**src/rtl/if_prefetch_unit_if.sv**
```systemverilog
// Instruction memory bus: in-order req/gnt requests, rvalid responses.
// master = fetch unit, slave = instruction memory.
interface if_prefetch_unit_if;
  logic        imem_req;
  logic [31:0] imem_addr;
  logic        imem_gnt;
  logic        imem_rvalid;
  logic [31:0] imem_rdata;

  modport master (
    output imem_req,
    output imem_addr,
    input  imem_gnt,
    input  imem_rvalid,
    input  imem_rdata
  );

  modport slave (
    input  imem_req,
    input  imem_addr,
    output imem_gnt,
    output imem_rvalid,
    output imem_rdata
  );
endinterface

```
**src/rtl/if_prefetch_unit.sv**
```systemverilog
// Fetch front end: PC, credit-limited imem requests, prefetch FIFO,
// redirect flush with discard of in-flight words.
module if_prefetch_unit #(
  parameter logic [31:0] RESET_PC = 32'h0000_0000,
  parameter int unsigned DEPTH    = 4
) (
  input  logic                      clk,
  input  logic                      rst,
  if_prefetch_unit_if.master        imem,
  input  logic                      redirect_valid,
  input  logic [31:0]               redirect_pc,
  input  logic                      stall,
  output logic                      instr_valid,
  output logic [31:0]               instr,
  output logic [31:0]               instr_pc
);

  localparam int unsigned AW = $clog2(DEPTH);
  localparam int unsigned CW = AW + 1;
  localparam logic [CW+1:0] DEPTH_C = (CW+2)'(DEPTH);
  localparam logic [31:0] NOP = 32'h0000_0013;

  typedef struct packed {
    logic [31:0] pc;
    logic [31:0] word;
  } entry_t;

  entry_t        fifo_q [DEPTH];
  logic [AW-1:0] rd_ptr_q;
  logic [AW-1:0] wr_ptr_q;
  logic [CW-1:0] count_q;
  logic [CW-1:0] outstanding_q;
  logic [CW-1:0] discard_q;
  logic [31:0]   fetch_pc_q;
  logic [31:0]   resp_pc_q;
  logic [31:0]   pend_pc_q;
  logic          pend_redir_q;
  logic          rst_q;

  logic [CW+1:0] credit;
  logic          accept;
  logic          rsp_drop;
  logic          rsp_keep;
  logic          push;
  logic          pop;
  logic [31:0]   target;
  logic          unused_pc_lsb;

  assign unused_pc_lsb = ^redirect_pc[1:0];
  assign target = {redirect_pc[31:2], 2'b00};

  assign credit = {2'b00, count_q}
                + {2'b00, outstanding_q}
                + {2'b00, discard_q};

  assign imem.imem_req  = !rst_q && (credit < DEPTH_C);
  assign imem.imem_addr = fetch_pc_q;

  assign accept   = imem.imem_req && imem.imem_gnt;
  assign rsp_drop = imem.imem_rvalid && (discard_q != '0);
  assign rsp_keep = imem.imem_rvalid && (discard_q == '0)
                 && (outstanding_q != '0);

  assign push = rsp_keep && !redirect_valid;
  assign pop  = instr_valid && !stall && !redirect_valid;

  assign instr_valid = (count_q != '0);
  assign instr    = instr_valid ? fifo_q[rd_ptr_q].word : NOP;
  assign instr_pc = instr_valid ? fifo_q[rd_ptr_q].pc : '0;

  // Delayed reset keeps the request line low for the first cycle out of reset
  always_ff @(posedge clk) begin
    rst_q <= rst;
  end

  // Fetch PC, response PC and in-flight accounting
  always_ff @(posedge clk) begin
    if (rst) begin
      fetch_pc_q    <= RESET_PC;
      resp_pc_q     <= RESET_PC;
      pend_pc_q     <= '0;
      pend_redir_q  <= 1'b0;
      outstanding_q <= '0;
      discard_q     <= '0;
    end else if (redirect_valid) begin
      discard_q <= discard_q + outstanding_q
                 + CW'(accept)
                 - CW'(rsp_drop | rsp_keep);
      outstanding_q <= '0;
      resp_pc_q     <= target;
      if (imem.imem_req && !imem.imem_gnt) begin
        pend_redir_q <= 1'b1;
        pend_pc_q    <= target;
      end else begin
        pend_redir_q <= 1'b0;
        fetch_pc_q   <= target;
      end
    end else begin
      if (accept) begin
        fetch_pc_q   <= pend_redir_q ? pend_pc_q
                                     : fetch_pc_q + 32'd4;
        pend_redir_q <= 1'b0;
      end
      discard_q <= discard_q
                 + CW'(accept && pend_redir_q)
                 - CW'(rsp_drop);
      outstanding_q <= outstanding_q
                     + CW'(accept && !pend_redir_q)
                     - CW'(rsp_keep);
      if (rsp_keep) resp_pc_q <= resp_pc_q + 32'd4;
    end
  end

  // FIFO pointers and occupancy; redirect flushes everything
  always_ff @(posedge clk) begin
    if (rst || redirect_valid) begin
      rd_ptr_q <= '0;
      wr_ptr_q <= '0;
      count_q  <= '0;
    end else begin
      if (push) wr_ptr_q <= wr_ptr_q + 1'b1;
      if (pop)  rd_ptr_q <= rd_ptr_q + 1'b1;
      count_q <= count_q + CW'(push) - CW'(pop);
    end
  end

  // FIFO storage, written only when a kept word arrives
  always_ff @(posedge clk) begin
    if (!rst && push) begin
      fifo_q[wr_ptr_q] <= '{pc: resp_pc_q, word: imem.imem_rdata};
    end
  end

  ap_no_spurious_rsp: assert property (
    @(posedge clk) disable iff (rst)
    !(imem.imem_rvalid && outstanding_q == '0 && discard_q == '0)
  );

endmodule
```
**src/flat_wrapper.sv**
```systemverilog
// flat-port wrapper written by rule: the top's interface ports become plain ports
module if_prefetch_unit_flat 
#(
  parameter logic [31:0] RESET_PC = 32'h0000_0000,
  parameter int unsigned DEPTH    = 4
)
  (clk, rst, redirect_valid, redirect_pc, stall, instr_valid, instr, instr_pc, imem_imem_req, imem_imem_addr, imem_imem_gnt, imem_imem_rvalid, imem_imem_rdata);
  if_prefetch_unit_if imem_i ();
  input  logic clk;
  input  logic rst;
  input  logic redirect_valid;
  input  logic [31:0] redirect_pc;
  input  logic stall;
  output logic instr_valid;
  output logic [31:0] instr;
  output logic [31:0] instr_pc;
  output wire logic [$bits(imem_i.imem_req)-1:0] imem_imem_req;
  output wire logic [$bits(imem_i.imem_addr)-1:0] imem_imem_addr;
  input wire logic [$bits(imem_i.imem_gnt)-1:0] imem_imem_gnt;
  input wire logic [$bits(imem_i.imem_rvalid)-1:0] imem_imem_rvalid;
  input wire logic [$bits(imem_i.imem_rdata)-1:0] imem_imem_rdata;
  assign imem_imem_req = imem_i.imem_req;
  assign imem_imem_addr = imem_i.imem_addr;
  assign imem_i.imem_gnt = imem_imem_gnt;
  assign imem_i.imem_rvalid = imem_imem_rvalid;
  assign imem_i.imem_rdata = imem_imem_rdata;
  if_prefetch_unit #(.RESET_PC(RESET_PC), .DEPTH(DEPTH)) u_core (.clk(clk), .rst(rst), .imem(imem_i), .redirect_valid(redirect_valid), .redirect_pc(redirect_pc), .stall(stall), .instr_valid(instr_valid), .instr(instr), .instr_pc(instr_pc));
endmodule
```
**config.mk**
```make
export PLATFORM = sky130hd
export DESIGN_NAME = if_prefetch_unit_flat
export DESIGN_NICKNAME = d
export VERILOG_FILES = /design/src/rtl/if_prefetch_unit_if.sv /design/src/rtl/if_prefetch_unit.sv /design/src/flat_wrapper.sv
export SDC_FILE = /design/constraint.sdc
export NUM_CORES = 1
export LEC_CHECK = 0
export BUFFER_PORTS_ARGS = -buffer_cell sky130_fd_sc_hd__buf_2
export CAP_MARGIN = 0
export CORE_MARGIN = 3
export CORE_UTILIZATION = 40
export CTS_CLUSTER_DIAMETER = 80
export DETAILED_ROUTE_END_ITERATION = 12
export PLACE_DENSITY = 0.6
export SYNTH_ARGS = -nofsm -noshare
export SYNTH_HDL_FRONTEND = slang
export SYNTH_SLANG_ARGS = --single-unit
export TNS_END_PERCENT = 10
```
**constraint.sdc**
```tcl
create_clock -name clk -period 6.65 [get_ports clk]
set_clock_uncertainty 0.2 [all_clocks]
set_input_delay 0.665 -clock clk [delete_from_list [all_inputs] [get_ports clk]]
set_output_delay 0.665 -clock clk [all_outputs]
set_load 0.01 [all_outputs]
```
## Yosys cells after proc, flatten, opt, wreduce, memory -nomap -nowiden

Memory sizes are Yosys's and may differ from the RTL's. A register that Yosys moved wholly into a read port is not among the register bits.
Index checks and enable logic that the tools add are counted.

| operators by class | value |
|---|---|
| add/sub/neg operators | 15 |
| multipliers | 0 |
| divide/modulo/power cells | 0 |
| order comparisons | 1 |
| equal/unequal tests | 1 |
| shift operators | 0 |
| multiplexer cells | 16 |
| bitwise gates (word level) | 1 |
| reduce and logical (&&, ||, !) cells | 28 |

Operators by type and width:

| kind | number |
|---|---|
| $mux 32 | 8 |
| $add 32x3->32 const B | 2 |
| $add 3x1->3 | 4 |
| $logic_and 1x1->1 | 12 |
| $reduce_bool 3->1 | 3 |
| $sub 3x1->3 | 3 |
| $logic_not 1->1 | 6 |
| $add 5x3->5 | 1 |
| $lt 5x3->1 const B | 1 |
| $mux 1 | 5 |
| $add 2x1->2 const B | 2 |
| $add 3x3->4 | 1 |
| $mux 2 | 2 |
| $reduce_and 2->1 | 2 |
| $reduce_bool 2->1 | 2 |
| $add 3x3->3 | 1 |
| $logic_not 3->1 | 1 |
| $mux 3 | 1 |
| $sub 3x3->3 | 1 |
| $ne 2x2->1 const B | 1 |
| $reduce_or 2->1 | 1 |
| $logic_or 1x1->1 | 1 |
| $or 1x1->1 | 1 |

| word-level totals | value |
|---|---|
| register bits | 109 |
| bits in latches | 0 |
| RAM bits | 256 |
| ROM bits | 0 |
| bits of input ports | 70 |
| output and inout port bits | 98 |
| word-level logic and storage cells | 74 |
| memories kept | 1 |

Memories:

| name | words | bits a word | read ports | clocked after memory_dff | write ports | RTL line | text |
|---|---|---|---|---|---|---|---|
| u_core.fifo_q | 4 | 64 | 1 | 1 | 1 | if_prefetch_unit.sv:28 | `entry_t fifo_q [DEPTH];` |

## Logic depth before layout (Yosys ltp)

| logic depth | value |
|---|---|
| depth in word-level cells | 9 |
| mapped depth | 16 |
| gate-level depth less buffers | 16 |

## Worst setup path after synthesis

OpenSTA, ideal clock, no wires.

| timing path | value |
|---|---|
| path kind | input to register |
| start | input imem_imem_rvalid |
| end | memory u_core.fifo_q[0][0] (netlist name) (enable) |
| setup time | 427 ps |
| data arrival time | 2834 ps |
| required time | 6023 ps |
| setup slack | 3189 ps |
| stages | 5 |
| buffers on the path | 1 |
| path through | nor4b_4 nand2_1 inv_1 buf_4 and3_1 |

| between the ends | value |
|---|---|
| longest elaborated chain between the ends | 6 |

Ends and longest elaborated chain:

| element | RTL line | text |
|---|---|---|
| start, declared | flat_wrapper.sv:20 | `input wire logic [$bits(imem_i.imem_rvalid)-1:0] imem_imem_rvalid;` |
| $logic_and 1x1->1 | if_prefetch_unit.sv:61 | `assign rsp_keep = imem.imem_rvalid && (discard_q == '0)` |
| $logic_and 1x1->1 | if_prefetch_unit.sv:62 | `&& (outstanding_q != '0);` |
| $logic_and 1x1->1 | if_prefetch_unit.sv:64 | `assign push = rsp_keep && !redirect_valid;` |
| $logic_and 1x1->1 | if_prefetch_unit.sv:129 | `if (!rst && push) begin` |
| $mux 1 | if_prefetch_unit.sv:129 |  |
| $mux 1 (not written as such) | if_prefetch_unit.sv:130 | `fifo_q[wr_ptr_q] <= '{pc: resp_pc_q, word: imem.imem_rdata};` |
| end, declared | if_prefetch_unit.sv:28 |  |

Every way passes these cells.

==> results.md <==
- Vias: 9743
- Worst-Margin Slew: 1.018 ns
- Final instance area: 0.01789 sq mm
- Post-DRT Antenna Nets: 0
- DRT iter0 DRCs: 507
- Post-CTS Hold Buffers: 0
- F_max: 259.3 MHz
- Router iterations before antenna repair: 5
- Routing usage on met3: 3.028%
- Root Driver: clkbuf_16
- Met1 global-route usage: 25.31%
- Pleak: 6.157 nW
- Fin util: 47.28%
- Share of cells above drive strength 1: 24.17%
- Largest family of logic cells by synthesized area: multiplexers
- Arrival @ worst endpoint: 2.99 ns
- Synth Area in Simple Gates: 11.21%
- Post_cts resized: 0
- Placed Cells: 1744
- Worst slack at placement: 2.814 ns
- Synth area leader: edfxtp_1
- Status: complete, no violations
- Ports: 168
- CTS tree: built
- DR DRC count: 0
- Antenna cell count: 0
- Die Height: 202.2 um
- Hold Violations, Final: 0
- Complex-gate fraction of the synthesized area: 7.500%
- Relative slew margins: 31.78%
- Overflow after GRT: 0
- Maxcap violations: 0
- Reg-to-reg startpoint: u_core.count_q[0]
- Post-synth top area share: 48.36%
- Synth Area in XOR/XNOR: 2.275%
- Post-synth EDFFs: 248
- Seq cells post-synth: 355
- Min Tclk post-route: 3.856 ns
- Via count of the first global-routing pass: 9853
- R2R cell count: 10
- Crit Path Max Fanout: 46
- Setup TNS: 0 ns
- CTS H-Tree Depth: 2
- Die X-Extent: 202.2 um
- Cells after Synth: 1127
- Core Area: 0.03784 sq mm
- DP Area: 0.01667 sq mm
- Sequential share of the synthesized area: 62.27%
- Synthesized area: 0.01540 sq mm
- Effective utilization at floorplan: 40.69%
- Post-Synth Adder-Cell Area: 2.324%
- Global route hottest layer: met2
- Via density: 5.371
- Crit path kind: reg2out
- Post-DP HPWL: 21.83 mm
- Req. time, crit path: 5.78 ns
- Initial antenna violation count: 0
- Clock tree sinks: 355
- Max clock buf depth: 3
- Full die area: 0.04089 sq mm
- Startpoint types: flip-flop
- Reg-to-reg endpoint: u_core.pend_pc_q[21]
- Routed wire length: 35.45 mm
- Syn Area/Cell: 13.66 sq um
- Nets@finish: 1370
- Maximum vdd drop: 0.1791 mV
- Hold_sp: imem_imem_rdata[9]
- Min Hold Slack: 0.1572 ns
- Largest net degree at the start of global routing: 84
- First-pass GRT wire length: 56.19 mm
- Routability Congestion: 0.8006
- Synth warn: 0
- Final Total Pwr: 4.991 mW
- Post-synthesis mux area share: 11.56%
- Post-synth cell types: 58
- Clk pin slew, worst setup/hold paths: 0.06 ns
- Crit path to: instr[0]
- Main flop type after synthesis: edfxtp_1
- R2R Setup Slk: 2.88 ns
- RSZ-0062 raised after global routing: false
- Slew Limit Fails: 0
- Tcrit/Tclk final: 57.98%
- Met2 usage: 27.08%
- Finished Layout Cells: 1814
- Setup ws final: 2.794 ns
- Area growth syn-to-layout: 16.19%
- Power Density: 278.9 mW/mm^2
- Critical Path End Type: output pin
- Async set-reset flop share out of synthesis: 0%
- Top cells by area, synth: edfxtp_1 (48%), dfxtp_1 (14%), mux4_2 (9.1%)
- Finish-stage setup viols: 0
- IO buf count: 161
- Total GRT Usage: 17.23%
- Setup Buffers After CTS: 0
- Classification of the worst-slack hold path: in2reg
- WL/cell: 19.54 um
- Worst skew pair latency: 0.53 ns
- CTS buffer count: 40
- Cell Rows: 71
cell usage in the layout, fill, tap and decap left out, drive strengths merged, types with 14 or more instances in the layout:
master,netlist,layout
a211oi,16,16
a21oi,43,43
and3,14,14
buf,30,176
clkbuf,43,50
clkinv,0,15
dfxtp,107,107
edfxtp,248,248
ha,19,19
inv,30,31
mux2i,35,35
mux4,62,62
nand2,62,62
nand3,27,27
nor2,79,79
nor2b,60,60
nor3,21,21
o21ai,39,39
xnor2,33,33
critical path, cell delays in order, from the launching register on:
cell and delay, ns:
dfxtp_4 1.00, buf_4 0.48, mux4_2 0.54, or2_2 0.29, buf_2 0.14
metal layers:
layer,up-vias,routed length (um),part of all wire [%]
met4,0,531,1.5
met3,42,2253,6.4
met1,4794,16520,47
met5,-,0,0
li1,4561,-,-
met2,346,16150,46
Yosys cell counts, drive strengths merged, types with 9 or more instances:
| master | n |
|---|---|
| edfxtp | 248 |
| dfxtp | 107 |
| nor2 | 79 |
| mux4 | 62 |
| nand2 | 62 |
| nor2b | 60 |
| a21oi | 43 |
| clkbuf | 43 |
| o21ai | 39 |
| mux2i | 35 |
| xnor2 | 33 |
| buf | 30 |
| inv | 30 |
| nand3 | 27 |
| nor3 | 21 |
| ha | 19 |
| a211oi | 16 |
| and3 | 14 |
| o21a | 13 |
| nand4 | 12 |
| and4 | 11 |
| and2 | 10 |
| a31oi | 9 |
| nor4 | 9 |
state kept, by name, indices dropped and copies added (netlist names), named ones only:
register and flops:
u_core.wr_ptr_q 2, u_core.fifo_q 248, u_core.imem.imem_addr 30, u_core.rd_ptr_q 2, u_core.pend_redir_q 1, u_core.count_q 3
u_core.rst_q 1, u_core.discard_q 3, u_core.outstanding_q 3, u_core.resp_pc_q 30, u_core.pend_pc_q 30
report_power, final:
group | total (mW) | switching, mW | internal, mW
Combinational | 0.418 | 0.242 | 0.176
Clock | 2.06 | 0.858 | 1.21
Sequential | 2.51 | 0.0843 | 2.42
cell families after synthesis:
logic type | after synthesis
flip-flops | 355
AND/OR/NAND/NOR | 328
AO/OA/AOI/OAI | 175
buffers and inverters | 103
multiplexers | 100
XOR/XNOR | 40
adder cells (fa/ha/maj) | 25
other | 1
how the worst min path moves through the flow:
| stage | to | slack, ns | cells after the start |
|---|---|---|---|
| floorplan | u_core.pend_pc_q[15] | 0.25 | 2 |
| global placement | u_core.pend_pc_q[7] | 0.26 | 2 |
| global route | u_core.fifo_q[0][0] | 0.13 | 1 |
| finish | u_core.fifo_q[0][9] | 0.16 | 1 |
| CTS | u_core.fifo_q[0][0] | 0.12 | 1 |
| detailed placement | u_core.pend_pc_q[7] | 0.27 | 2 |
final cells by class:
type	instances	area, sq um
clock inverters	20	165.2
flip-flops and latches	355	9594
clock buffers	50	1059
repair buffers	176	918.4
fillers	3438	19950
inverters	30	112.6
well taps	511	639.4
multi-input cells	672	5404
Power figures use the tool's default switching activity.
